$ cat src/rtl/getir_paket.sv
`default_nettype none
// +----------------------------------------------------------------------+
// | Module   : getir_paket                                               |
// | Purpose  : Shared constants and entry type for the fetch buffer.     |
// | Revision : 1.0 - initial release                                     |
// +----------------------------------------------------------------------+
package getir_paket;

  // Default widths of one stored instruction and its PC
  localparam int BUYRUK_W = 32;
  localparam int PS_W     = 32;

  // Instruction presented to decode while the buffer is empty (addi x0,x0,0)
  localparam logic [BUYRUK_W-1:0] NOP_BUYRUK = 32'h0000_0013;

  // One buffer entry at the default widths: PC in the upper half
  typedef struct packed {
    logic [PS_W-1:0]     ps;
    logic [BUYRUK_W-1:0] buyruk;
  } giris_t;

endpackage
`default_nettype wire

$ cat src/rtl/getir_tamponu_bellek.sv
`default_nettype none
// +----------------------------------------------------------------------+
// | Module   : getir_tamponu_bellek                                      |
// | Purpose  : Entry storage for the fetch buffer. GIRIS_SAYISI write    |
// |            lanes with their own enable and slot index, one           |
// |            combinational read port.                                  |
// | Revision : 1.0 - initial release                                     |
// +----------------------------------------------------------------------+
module getir_tamponu_bellek #(
  parameter int DERINLIK     = 8,
  parameter int GIRIS_SAYISI = 4,
  parameter int BUYRUK_W     = 32,
  parameter int PS_W         = 32,
  parameter int ADR_W        = $clog2(DERINLIK)
) (
  input  logic                                 clk,
  input  logic [GIRIS_SAYISI-1:0]              yaz_en,
  input  logic [GIRIS_SAYISI-1:0][ADR_W-1:0]   yaz_adr,
  input  logic [GIRIS_SAYISI-1:0][BUYRUK_W-1:0] yaz_buyruk,
  input  logic [GIRIS_SAYISI-1:0][PS_W-1:0]    yaz_ps,
  input  logic [ADR_W-1:0]                     oku_adr,
  output logic [BUYRUK_W-1:0]                  oku_buyruk,
  output logic [PS_W-1:0]                      oku_ps
);

  logic [BUYRUK_W-1:0] buyruk_dizi [DERINLIK];
  logic [PS_W-1:0]     ps_dizi     [DERINLIK];

  // Lane writes; the top guarantees the enabled lanes target distinct slots
  always_ff @(posedge clk) begin
    for (int k = 0; k < GIRIS_SAYISI; k++) begin
      if (yaz_en[k]) begin
        buyruk_dizi[yaz_adr[k]] <= yaz_buyruk[k];
        ps_dizi[yaz_adr[k]]     <= yaz_ps[k];
      end
    end
  end

  // Asynchronous read of the head slot
  assign oku_buyruk = buyruk_dizi[oku_adr];
  assign oku_ps     = ps_dizi[oku_adr];

endmodule
`default_nettype wire

$ cat src/rtl/getir_tamponu.sv
`default_nettype none
// +----------------------------------------------------------------------+
// | Module   : getir_tamponu                                             |
// | Purpose  : Fetch buffer between the I-cache controller and decode.   |
// |            Multi-lane push with per-entry PC, single-entry pop with  |
// |            first-word fall-through, one-cycle flush on redirect.     |
// | Revision : 1.0 - initial release                                     |
// +----------------------------------------------------------------------+
module getir_tamponu
  import getir_paket::*;
#(
  parameter int DERINLIK     = 8,
  parameter int GIRIS_SAYISI = 4,
  parameter int BUYRUK_W     = getir_paket::BUYRUK_W,
  parameter int PS_W         = getir_paket::PS_W
) (
  input  logic                                clk_i,
  input  logic                                rst_i,
  input  logic                                yaz_gecerli_i,
  input  logic [PS_W-1:0]                     yaz_ps_i,
  input  logic [GIRIS_SAYISI*BUYRUK_W-1:0]    yaz_obek_i,
  input  logic [$clog2(GIRIS_SAYISI+1)-1:0]   yaz_sayi_i,
  output logic                                yaz_hazir_o,
  input  logic                                temizle_i,
  input  logic                                oku_hazir_i,
  output logic                                buyruk_gecerli_o,
  output logic [BUYRUK_W-1:0]                 buyruk_o,
  output logic [PS_W-1:0]                     ps_o,
  output logic [$clog2(DERINLIK+1)-1:0]       doluluk_o
);

  localparam int ADR_W  = $clog2(DERINLIK);
  localparam int CNT_W  = $clog2(DERINLIK+1);
  localparam int SAYI_W = $clog2(GIRIS_SAYISI+1);

  logic [ADR_W-1:0] yaz_ptr;
  logic [ADR_W-1:0] oku_ptr;
  logic [CNT_W-1:0] doluluk;
  logic [CNT_W-1:0] doluluk_sonraki;
  logic [CNT_W-1:0] bos_yer;
  logic             bos;
  logic             yaz_kabul;
  logic             oku_kabul;

  logic [GIRIS_SAYISI-1:0]               serit_en;
  logic [GIRIS_SAYISI-1:0][ADR_W-1:0]    serit_adr;
  logic [GIRIS_SAYISI-1:0][BUYRUK_W-1:0] serit_buyruk;
  logic [GIRIS_SAYISI-1:0][PS_W-1:0]     serit_ps;
  logic [BUYRUK_W-1:0]                   bas_buyruk;
  logic [PS_W-1:0]                       bas_ps;

  // Handshake: both sides depend only on registered state plus the request lines
  assign bos         = (doluluk == '0);
  assign bos_yer     = CNT_W'(DERINLIK) - doluluk;
  assign yaz_hazir_o = (bos_yer >= CNT_W'(GIRIS_SAYISI));
  // Reset cycles drop pushes exactly like a flush does
  assign yaz_kabul   = yaz_gecerli_i & yaz_hazir_o & ~temizle_i & rst_i
                       & (yaz_sayi_i != '0);
  assign oku_kabul   = buyruk_gecerli_o & oku_hazir_i & ~temizle_i;

  // Per-lane write controls: lane k goes to yaz_ptr+k with PC yaz_ps_i+4k
  generate
    for (genvar k = 0; k < GIRIS_SAYISI; k++) begin : g_serit
      assign serit_en[k]     = yaz_kabul && (SAYI_W'(k) < yaz_sayi_i);
      assign serit_adr[k]    = yaz_ptr + ADR_W'(k);
      assign serit_buyruk[k] = yaz_obek_i[k*BUYRUK_W +: BUYRUK_W];
      assign serit_ps[k]     = yaz_ps_i + PS_W'(4*k);
    end
  endgenerate

  getir_tamponu_bellek #(
    .DERINLIK     (DERINLIK),
    .GIRIS_SAYISI (GIRIS_SAYISI),
    .BUYRUK_W     (BUYRUK_W),
    .PS_W         (PS_W),
    .ADR_W        (ADR_W)
  ) u_bellek (
    .clk        (clk_i),
    .yaz_en     (serit_en),
    .yaz_adr    (serit_adr),
    .yaz_buyruk (serit_buyruk),
    .yaz_ps     (serit_ps),
    .oku_adr    (oku_ptr),
    .oku_buyruk (bas_buyruk),
    .oku_ps     (bas_ps)
  );

  // Occupancy after this cycle's accepted push and pop
  always_comb begin
    doluluk_sonraki = doluluk;
    if (yaz_kabul) doluluk_sonraki = doluluk_sonraki + CNT_W'(yaz_sayi_i);
    if (oku_kabul) doluluk_sonraki = doluluk_sonraki - CNT_W'(1);
  end

  // Pointer and count registers; reset and flush both empty the buffer
  always_ff @(posedge clk_i) begin
    if (!rst_i || temizle_i) begin
      yaz_ptr <= '0;
      oku_ptr <= '0;
      doluluk <= '0;
    end else begin
      if (yaz_kabul) yaz_ptr <= yaz_ptr + ADR_W'(yaz_sayi_i);
      if (oku_kabul) oku_ptr <= oku_ptr + ADR_W'(1);
      doluluk <= doluluk_sonraki;
    end
  end

  // Head outputs fall through from storage; an empty buffer shows a NOP at PC 0
  assign buyruk_gecerli_o = ~bos;
  assign buyruk_o         = bos ? BUYRUK_W'(NOP_BUYRUK) : bas_buyruk;
  assign ps_o             = bos ? '0 : bas_ps;
  assign doluluk_o        = doluluk;

endmodule
`default_nettype wire
$ cat config.mk
export PLATFORM = sky130hd
export DESIGN_NAME = getir_tamponu
export DESIGN_NICKNAME = d
export VERILOG_FILES = /design/src/rtl/getir_paket.sv /design/src/rtl/getir_tamponu_bellek.sv /design/src/rtl/getir_tamponu.sv
export SDC_FILE = /design/constraint.sdc
export NUM_CORES = 2
export LEC_CHECK = 0
export BUFFER_PORTS_ARGS = -buffer_cell sky130_fd_sc_hd__clkbuf_2
export CORE_AREA = 5 5 368 370
export CTS_CLUSTER_DIAMETER = 30
export CTS_CLUSTER_SIZE = 10
export DETAILED_ROUTE_END_ITERATION = 12
export DIE_AREA = 0 0 373 375
export HOLD_SLACK_MARGIN = 0.12
export MAX_ROUTING_LAYER = met4
export PLACE_DENSITY = 0.52
export SYNTH_ARGS = -nofsm -noshare
export SYNTH_HDL_FRONTEND = slang
export SYNTH_HIERARCHICAL = 1
export SYNTH_SLANG_ARGS = --single-unit
$ cat constraint.sdc
create_clock -name clk_i -period 5.4 [get_ports clk_i]
set_input_delay 1.35 -clock clk_i [delete_from_list [all_inputs] [get_ports clk_i]]
set_output_delay 1.35 -clock clk_i [all_outputs]
set_load 0.05 [all_outputs]
==> results.toml <==
[global_routing]
antenna_found_initial = 25
grt_max_degree = 66
overflow = 0
track_usage = 0.245
grt_pass1_vias = 33832
grt_pass1_wl_mm = 248

[finish]
drive_gt1_frac = 0.267
final_cells = 5594
area.sequential_um2 = 15600
syn_to_final_growth_pct = 18.3
fin_nets = 3870
n_fill_cell = 12976
multi_input_area_um2 = 21100
layout_commonest_cell = "nor2_1"
final_cell_mix = "nor2_1, nor3_1, mux2i_1, edfxtp_1, a211oi_1"

[clock_network]
cts_setup_buffers = 0
clock_latency_ns = 0.74
path_clk_slew_ns = 0.04
ctsResizeCount = 0
htree_levels = 4
cts_sinks = 522
cts_tree = "done"
hold_buffers = 0
clockBufferDepth = 3
cts_buffers = 152
cts-root-buf = "clkbuf_16"

[floorplanning]
coreArea_um2 = 132000
initial_core_util = 0.297
dieArea_um2 = 140000
chipHeight_um = 375
std_cell_rows = 134
io_pins = 238
fp.dieW_um = 373

[sta]
fmax_ghz = 0.214
finalCritPeriodShare = 0.865
setup_viol = 0
setup-tns-final_ns = 0
finalMaxSlewViolations = 0
timing.final.crit_period_ns = 4.67
clock-skew-final_ns = 0.0255
rsz0062_at_grt = "false"
hold_viol_final = 0
worst_pin_slew_ns = 1.20
max-slew-margin-rel = 0.199

[logic_synthesis]
ys_seq_area_frac = 0.396
synth_edf_count = 512
yosys.area_share.simple = 0.157
synth_top_family_by_area = "multiplexers"
syn_avg_cell_area_um2 = 10.4
synth_xor_area_frac = 0.0207
yosysUniqueCellTypes = 59
synth_seq_cells = 522
synth_fa_ha_area_frac = 0.00484
ys_async_sr_fraction = 0
yosys_most_used_dff = "edfxtp_1"
syn_area_um2 = 39300
syn_inst = 3792
synth-compound-area-share = 0.126
synthMuxAreaShare = 0.224
synth_warnings = 6
synth_nets = 3974

[drt]
drc = 0
dr.pass1.iters = 6
detail-route-antenna-nets = 0
drtIter0Drc = 3552
num_vias = 33716
viasPerCell = 6.03
wl_mm = 174
wl_per_cell_um = 31.1

[setup_path]
start_kind = "flip-flop"
cp-end-kind = "output pin"
arrival_ns = 3.32
critPathRequiredTime_ns = 4.05
cp_max_fo = 41
crit_type = "flip-flop to output pin"

[run_status]
status = "completed"

[placed_design]
dp_hpwl_mm = 98.1
io_buffers = 237
dpl.cell_count = 5302
place.gp.congestion = 0.824

[power]
max-vdd-ir-drop_uv = 307
p_leak_nw = 16.4
powerDensity_nw_per_um2 = 314

[flow_run]
cap_violations = 0

[worst_hold_path]
hp-class = "flip-flop to flip-flop"
## metal layers
metal / GRT usage / share of wire / vias to the layer above
met3: 0.0496 / 0.092 / 577
met5: - / 0 / -
met4: 0.115 / 0.049 / 0
met2: 0.395 / 0.47 / 2125
li1: - / - / 14015
met1: 0.295 / 0.39 / 16999
## worst paths after layout
path                                  from                         end  slack (ns)  cells after the start
worst max-delay path            oku_ptr[0]                 buyruk_o[1]        0.73                      5
worst min-delay path            yaz_ptr[1]                  yaz_ptr[1]        0.68                      2
worst max register to register  yaz_ptr[1]  u_bellek/buyruk_dizi[5][1]        1.28                      7
worst min register to register  yaz_ptr[1]                  yaz_ptr[1]        0.68                      2
## synthesized netlist by cell type (17+ instances only)
master | number | area, µm²
xnor2_1 | 64 | 561
a211oi_1 | 317 | 2380
buf_6 | 24 | 270
a211oi_2 | 196 | 2450
nor2_1 | 539 | 2020
mux4_2 | 128 | 2880
edfxtp_1 | 512 | 15400
nand3_1 | 17 | 85.1
nor2b_1 | 68 | 425
nand2_1 | 54 | 203
nor3_1 | 523 | 2620
buf_4 | 20 | 150
mux2i_1 | 517 | 5170
mux2_2 | 65 | 732
buf_2 | 126 | 631
clkbuf_1 | 298 | 1120
buf_1 | 141 | 529
xor2_1 | 29 | 254
## where the power goes
group          switching (mW)  total, mW  internal [mW]  leakage (nW)
Sequential             0.0201       4.57           4.55          4.72
Combinational           0.795       1.22          0.422          9.29
Clock                    2.81       8.82           6.01          2.44
Total                    3.62       14.6           11.0          16.4
## sequential cells by signal, indices dropped and copies added, names as in the netlist
| register | cells |
|---|---|
| u_bellek/ps_dizi | 256 |
| u_bellek/buyruk_dizi | 256 |
| oku_ptr | 3 |
| yaz_ptr | 3 |
| doluluk_o | 4 |
## through the flow
step	worst slack (ns)	hold slack (ns)	total power [mW]	util	cell area, µm²
final	0.728	0.681	14.6	0.351	46500
after global routing	0.588	0.679	15.0	0.351	46500
after CTS	0.654	0.677	14.7	0.351	46400
after detailed placement	0.909	0.671	5.83	0.313	41400
after global placement	0.934	0.654	5.82	0.313	41400
after floorplan	0.389	0.477	5.49	-	39300
## kinds of logic (layout without fill, tap and decap cells)
family,after synthesis,in the layout
simple gates,1296,1296
mux,710,710
buf+inv,628,642
compound gates,529,529
flops,522,522
xor+xnor,93,93
fa+ha+maj,14,14
other cells,0,20
## critical path: stages, from the launching register on
cell	delay (ns)
dfxtp_4	0.74
buf_12	0.44
mux4_2	0.59
mux2_2	0.27
or2_2	0.28
clkbuf_2	0.24
## final cells by class
type	instances	area share
multi-input combinational	2642	0.454
sequential	522	0.335
clock buffer	184	0.0849
timing repair buffer	355	0.0524
tap	1768	0.0476
clock inverter	88	0.0232
inverter	15	0.00121
antenna	20	0.00108
No activity file was read; power rests on OpenSTA's default activity.
